[src/rtl/ifu_pkg.sv]
// Shared encodings for the instruction fetch unit: next-PC selects, FSM states
// and the default reset PC.
package ifu_pkg;

    localparam logic [31:0] IFU_RESET_PC = 32'h0000_3000;

    // Must stay in step with the decoder's next-PC select encodings.
    localparam logic [2:0] NPC_SEQ = 3'd0;
    localparam logic [2:0] NPC_BEQ = 3'd1;
    localparam logic [2:0] NPC_JAL = 3'd2;
    localparam logic [2:0] NPC_JR  = 3'd3;

    typedef enum logic [2:0] {
        ST_IDLE,
        ST_REQ,
        ST_WAIT,
        ST_HOLD,
        ST_HALT
    } ifu_state_e;

endpackage

[src/rtl/ifu_npc.sv]
// Combinational next-PC calculator: sequential, beq, jal and jr targets, plus
// a word-alignment check on the selected target.
module ifu_npc
    import ifu_pkg::*;
(
    input  logic [31:0] pc_i,
    input  logic [2:0]  next_pc_op_i,
    input  logic        branch_taken_i,
    input  logic [15:0] imm16_i,
    input  logic [25:0] j_address_i,
    input  logic [31:0] rs_data_i,
    output logic [31:0] next_pc_o,
    output logic        misaligned_o
);

    logic [31:0] seq_pc;
    logic [31:0] branch_off;

    assign seq_pc     = pc_i + 32'd4;
    assign branch_off = {{14{imm16_i[15]}}, imm16_i, 2'b00};

    always_comb begin
        next_pc_o = seq_pc;
        case (next_pc_op_i)
            NPC_BEQ: next_pc_o = branch_taken_i ? (seq_pc + branch_off) : seq_pc;
            NPC_JAL: next_pc_o = {pc_i[31:28], j_address_i, 2'b00};
            NPC_JR:  next_pc_o = rs_data_i;
            default: next_pc_o = seq_pc;
        endcase
    end

    assign misaligned_o = (next_pc_o[1:0] != 2'b00);

endmodule

[src/rtl/ifu.sv]
// Instruction fetch unit: PC register, request/response fetch FSM and commit-time
// PC update. Define IFU_TIMEOUT_EN to bound the response wait to TIMEOUT cycles.
module ifu
    import ifu_pkg::*;
#(
    parameter logic [31:0] RESET_PC = IFU_RESET_PC,
    parameter int          TIMEOUT  = 16
) (
    input  logic        clk,
    input  logic        reset,
    output logic        imem_req,
    output logic [31:0] imem_addr,
    input  logic        imem_rvalid,
    input  logic [31:0] imem_rdata,
    output logic [31:0] instr,
    output logic        instr_valid,
    output logic [31:0] pc,
    output logic [31:0] pc_plus4,
    input  logic        commit,
    input  logic [2:0]  next_pc_op,
    input  logic        branch_taken,
    input  logic [15:0] imm16,
    input  logic [25:0] j_address,
    input  logic [31:0] rs_data,
    output logic        fetch_err
);

    ifu_state_e  state_q, state_d;
    logic [31:0] pc_q, pc_d;
    logic [31:0] instr_q, instr_d;
    logic [31:0] npc;
    logic        npc_misaligned;

`ifdef IFU_TIMEOUT_EN
    localparam int               CNT_W    = $clog2(TIMEOUT + 1);
    localparam logic [CNT_W-1:0] CNT_LAST = CNT_W'(TIMEOUT - 1);
    logic [CNT_W-1:0] cnt_q, cnt_d;

    always_ff @(posedge clk or negedge reset) begin
        if (!reset) cnt_q <= '0;
        else        cnt_q <= cnt_d;
    end
`else
    logic unused_timeout;
    assign unused_timeout = (TIMEOUT != 0);
`endif

    ifu_npc u_npc (
        .pc_i           (pc_q),
        .next_pc_op_i   (next_pc_op),
        .branch_taken_i (branch_taken),
        .imm16_i        (imm16),
        .j_address_i    (j_address),
        .rs_data_i      (rs_data),
        .next_pc_o      (npc),
        .misaligned_o   (npc_misaligned)
    );

    // NOTE: state registers use non-blocking assignments so every flop samples pre-edge values.
    always_ff @(posedge clk or negedge reset) begin
        if (!reset) begin
            state_q <= ST_IDLE;
            pc_q    <= RESET_PC;
            instr_q <= '0;
        end else begin
            state_q <= state_d;
            pc_q    <= pc_d;
            instr_q <= instr_d;
        end
    end

    always_comb begin
        state_d = state_q;
        pc_d    = pc_q;
        instr_d = instr_q;
`ifdef IFU_TIMEOUT_EN
        cnt_d   = cnt_q;
`endif
        case (state_q)
            ST_IDLE: state_d = ST_REQ;
            ST_REQ: begin
                state_d = ST_WAIT;
`ifdef IFU_TIMEOUT_EN
                cnt_d   = '0;
`endif
            end
            ST_WAIT: begin
                // A response always beats a timeout landing in the same cycle.
                if (imem_rvalid) begin
                    instr_d = imem_rdata;
                    state_d = ST_HOLD;
                end
`ifdef IFU_TIMEOUT_EN
                else if (cnt_q == CNT_LAST) begin
                    state_d = ST_HALT;
                end else begin
                    cnt_d = cnt_q + 1'b1;
                end
`endif
            end
            ST_HOLD: begin
                if (commit) begin
                    if (npc_misaligned) begin
                        state_d = ST_HALT;
                    end else begin
                        pc_d    = npc;
                        state_d = ST_REQ;
                    end
                end
            end
            ST_HALT: state_d = ST_HALT;
            default: state_d = ST_IDLE;
        endcase
    end

    // Outputs decode purely from registered state, never from current-cycle inputs.
    assign imem_req    = (state_q == ST_REQ);
    assign imem_addr   = pc_q;
    assign instr       = instr_q;
    assign instr_valid = (state_q == ST_HOLD);
    assign fetch_err   = (state_q == ST_HALT);
    assign pc          = pc_q;
    assign pc_plus4    = pc_q + 32'd4;

endmodule

[config.mk]
export PLATFORM = sky130hd
export DESIGN_NAME = ifu
export DESIGN_NICKNAME = d
export VERILOG_FILES = /design/src/rtl/ifu_pkg.sv /design/src/rtl/ifu_npc.sv /design/src/rtl/ifu.sv
export SDC_FILE = /design/constraint.sdc
export NUM_CORES = 1
export LEC_CHECK = 0
export CAP_MARGIN = 25
export CORE_ASPECT_RATIO = 0.8
export CORE_MARGIN = 2
export CORE_UTILIZATION = 46
export CTS_CLUSTER_SIZE = 28
export DETAILED_ROUTE_END_ITERATION = 16
export GPL_TIMING_DRIVEN = 0
export PLACE_DENSITY_LB_ADDON = 0.15
export SLEW_MARGIN = 10
export SYNTH_ARGS = -nofsm -noshare
export SYNTH_HDL_FRONTEND = slang
export SYNTH_SLANG_ARGS = --single-unit
[constraint.sdc]
create_clock -name clk -period 5.01 [get_ports clk]
set_input_delay 1.2525 -clock clk [delete_from_list [all_inputs] [get_ports clk]]
set_output_delay 1.2525 -clock clk [all_outputs]
set_load 0.01 [all_outputs]
; ---- After elaboration in Yosys (flattened, before gate mapping)
; Cells that the tools add are included.
[word_totals]
register_bits = 67
word_cells = 29
output_inout_bits = 131
input_bits = 114
[op_classes]
n_eq_ne = 9
n_addsub = 2
n_reduce_logical = 6
muxes = 6
bitwise_logic = 2
[op_table]
columns = op, count
row1 = $pmux W32 S3, 1
row2 = $add A32 B3 Y32 const B, 1
row3 = $add A32 B32 Y32, 1
row4 = $mux W32, 1
row5 = $pmux W3 S5, 1
row6 = $eq A3 B2 Y1 const B, 4
row7 = $mux W3, 3
row8 = $eq A3 B1 Y1 const B, 2
row9 = $reduce_and A2 Y1, 2
row10 = $reduce_and A4 Y1, 1
row11 = $eq A3 B3 Y1 const B, 1
row12 = $logic_not A3 Y1, 1
row13 = $reduce_and A3 Y1, 1
row14 = $ne A2 B1 Y1 const B, 1
row15 = $ne A2 B2 Y1 const B, 1
row16 = $not A1 Y1, 2
row17 = $reduce_bool A2 Y1, 1

; ---- Logic depth before layout (Yosys ltp)
[depth]
word_depth = 8
mapped_depth = 17
ltp_nobuf = 16

; ---- Hierarchy
; A second synthesis with hierarchy kept.
[unflattened]
cells_unflattened = 772
area_unflattened_um2 = 6795.3
[by_module_without_submodules]
columns = mod, area_per_inst_um2, seq_area_each_um2, n_inst, cells_each
row1 = ifu, 3565.9, 1679.1, 1, 269
row2 = ifu_npc, 3229.3, 0.0, 1, 503

; ---- Least setup slack after synthesis
; No wires, ideal clock.
[synth_path]
kind = register to register
start = register pc_q[2], in the netlist imem_addr[2]
end = register pc_q[30], in the netlist imem_addr[30]
path_stages_with_launch = 16
setup_time_ns = 0.087
required_time_ns = 4.923
synth_period_minus_slack_ns = 3.753
path_slack_ns = 1.257
arrival_ns = 3.666
path_buffers = 1
path_cell_list = dfrtp_1 ha_1 and2_1 and4_1 and3_1 nand3_1 xnor2_1 ha_1 buf_2 and4_1 a221o_1 nor4_1 a211oi_2 mux2i_1 or3_1 o211ai_1
[synth_via]
elab_chain_len = 4
[synth_lines]
columns = item, line_no
row1 = start: declaration, ifu.sv:29  ; logic [31:0] pc_q, pc_d;
row2 = start signal: assignment, ifu.sv:67  ; pc_q <= pc_d;
row3 = $add A32 B3 Y32, n/a
row4 = named net pc_plus4[18], ifu.sv:18  ; output logic [31:0] pc_plus4,
row5 = $add A32 B32 Y32, ifu_npc.sv:25  ; NPC_BEQ: next_pc_o = branch_taken_i ? (seq_pc + branch_off) : seq_pc;
row6 = $mux W32, ifu_npc.sv:25
row7 = $pmux W32 S3, ifu_npc.sv:24  ; case (next_pc_op_i)
; The timed path passes the listed nets, and every way through them passes these cells.
; A chain may end at the register's enable or synchronous reset.

; ---- Final worst setup path
[layout_path]
start = register pc_q[2], in the netlist imem_addr[2]
end = output pc_plus4[22]
[layout_via]
elab_chain_len = 1
[layout_lines]
columns = item, line_no
row1 = $add A32 B3 Y32, ifu.sv:123  ; assign pc_plus4 = pc_q + 32'd4;
row2 = end: declaration, ifu.sv:18
; Every way passes these cells.

==> metrics <==
Num CTS Buffers 9; final WL 26.0 mm; worst-path maximum fanout 7; CP Capture Type output pin; WS Path Type reg2out; # DRC 0; initial core utilization 47.2%; type of the worst min-delay path reg2reg; Main synth FF type dfrtp_1; commonest non-fill, non-tap cell in the layout clkdlybuf4s50_1; fillcell total 1114; post-route cell area 9420 um^2; Slew Limit Fails 0; RSZ-0062 raised after global routing no; setup TNS 0 ns; Power Density 551 nW/um^2; synthesized instance count 792; drt pass-1 iters 5; final worst setup slack 0.286 ns; EDFF count, synth 0; clock sink count 67; clock tree from TritonCTS done; Slew headroom 37.2%; status completed; via count 7378; Tot Pwr 5.19 mW; post-CTS setup buffers 0; number of global-route vias before repair 6896; sequential-to-total area share from yosys stat 26.1%; num ports 245; Die Y-Extent 110 um; CP max stage delay 0.60 ns; Nets 1197; Detailed Place HPWL 20.1 mm; global-route wire length before repair 38.8 mm; synthesized area 6420 um^2; Period minus WS final 4.72 ns; routability congestion estimate 1.01; Routed WL per cell 21.0 um; H-tree levels 3; Worst EP required 3.76 ns; final hold vios 0; LEAKAGE 3.91 nW; worst-margin pin slew 0.939 ns; Post-synth ARST share 100%; Crit-path slowest cell clkdlybuf4s50_1; antenna-violating nets left 0; Vias/cell 5.98; skew final 0.00957 ns; Area growth syn-to-layout 46.7%; CTS Buffer Depth 2; Ys Warns 0; max cap viols 0; Setup-failing EPs final 0; die width 136 um; CTS root buf clkbuf_16; final period utilization 94.3%; FMAX 212 MHz; Clock transition at path regs 0.06 ns; FF+latch count, synth 67; Buf+Inv Stages, Crit Path 1; CP top delay family simple AND/OR/NAND/NOR gates; commonest cells after routing, fill and taps aside 242 x clkdlybuf4s50_1, 74 x a21oi_1, 71 x nand2_1; layout cells sized above 1 11.4%; Net Count, Synth 941; area of the core 13600 um^2; Worst Hold Slack 0.502 ns; Die Footprint 14900 um^2; placed cell areas 9110 um^2; Avg Cell Area, Syn 8.11 um^2; total gr overflow 0; clock latency on the worst-skew pair 0.35 ns; DP Worst Slack 0.117 ns; library cells used by synthesis 79; CP arrival 3.47 ns; CP Launch Type flop; Peak VDD IR 0.332 mV; pin count of the biggest net entering global routing 51; I/O Buffers 243; First DRT Iteration DRCs 730; site row count 38; initial antenna violation count 0; CP cell instances ha_1, and2_1, and4_1, and3_1, nand3_1, nor2_1, xor2_2, clkdlybuf4s50_1; total track usage 34.5%
==> cell families after synthesis <==
group	share of synthesized area (%)
AND/OR/NAND/NOR	20.8
AO/OA/AOI/OAI	24.8
buffers and inverters	8.34
flip-flops	26.1
XOR/XNOR	6.25
multiplexers	6.72
adder cells (fa/ha/maj)	6.94
==> through the flow <==
| stage | utilization [%] | instances |
|---|---|---|
| 3_3_place_gp | 66.8 | 1215 |
| 6_report | 69.3 | 1234 |
| 4_1_cts | 69.1 | 1232 |
| 3_5_place_dp | 67.0 | 1216 |
| 2_1_floorplan | - | 792 |
| 5_1_grt | 69.2 | 1233 |
==> registers in the layout (all words and copies together), names as in the netlist <==
name,count
instr,32
state_q,3
imem_addr,32
==> synth_stat cells (all sizes together) (5+ instances only) <==
library cell  number  area, um^2
o21a               6        45.0
xor2              21         191
mux2              33         372
and2              13        83.8
or3                5        31.3
a21oi             74         370
a211oi            10        85.1
a31oi             10        77.6
nor4               5        31.3
buf               42         295
o22ai              6        37.5
o21ai             60         300
and4              10        92.6
mux2i              6        60.1
nor2b              6        37.5
xnor2             24         210
nand2             72         273
a22oi              5        37.5
nand2b            10        62.6
o31ai             10        75.1
and3              19         130
dfrtp             65        1630
nor2              50         190
ha                34         425
o211ai            12        95.1
nand4             13        87.6
a21o              12        90.1
clkbuf            29         109
a211o             11        96.3
nor3              15        86.3
inv               35         131
nand3             20         118
==> layer usage <==
| layer | vias up | part of all wire (%) | global-route usage [%] |
|---|---|---|---|
| li1 | 3397 | - | - |
| met1 | 3441 | 43 | 48.7 |
| met2 | 479 | 43 | 50.8 |
| met3 | 61 | 11 | 7.79 |
| met4 | 0 | 3.4 | 14.4 |
| met5 | - | 0 | 0 |
==> power by group <==
| part | switching, mW | internal [mW] | total (mW) |
|---|---|---|---|
| Sequential | 0.315 | 0.795 | 1.11 |
| Combinational | 1.68 | 1.77 | 3.45 |
| Clock | 0.284 | 0.344 | 0.627 |
==> what timing repair did <==
action	4_1_cts	5_1_grt
resized for setup	0	2
endpoints found under the setup margin	0	4
hold buffers	0	0
==> cell type report <==
type                            instances  area (um^2)  area share (%)
Multi-Input combinational cell        619         4230            44.9
Timing Repair Buffer                  245         2460            26.2
Sequential cell                        67         1680            17.8
Buffer                                 71          404            4.29
Clock buffer                            9          225            2.39
Tap cell                              180          225            2.39
Inverter                               35          131            1.39
Clock inverter                          7         60.1           0.638
Antenna cell                            1         2.50          0.0266
==> worst paths after layout <==
path	startpoint	to	slack [ns]	depth (start not counted)
setup / recovery	imem_addr[2]	pc_plus4[22]	0.29	8
hold / removal	instr[19]	instr[19]	0.50	1
setup reg to reg	imem_addr[2]	imem_addr[30]	0.37	16
hold reg to reg	instr[19]	instr[19]	0.50	1
max in group asynchronous	reset	imem_addr[2]	3.66	2
min in group asynchronous	reset	imem_addr[9]	0.79	1
No activity file was read; power rests on OpenSTA's default activity.
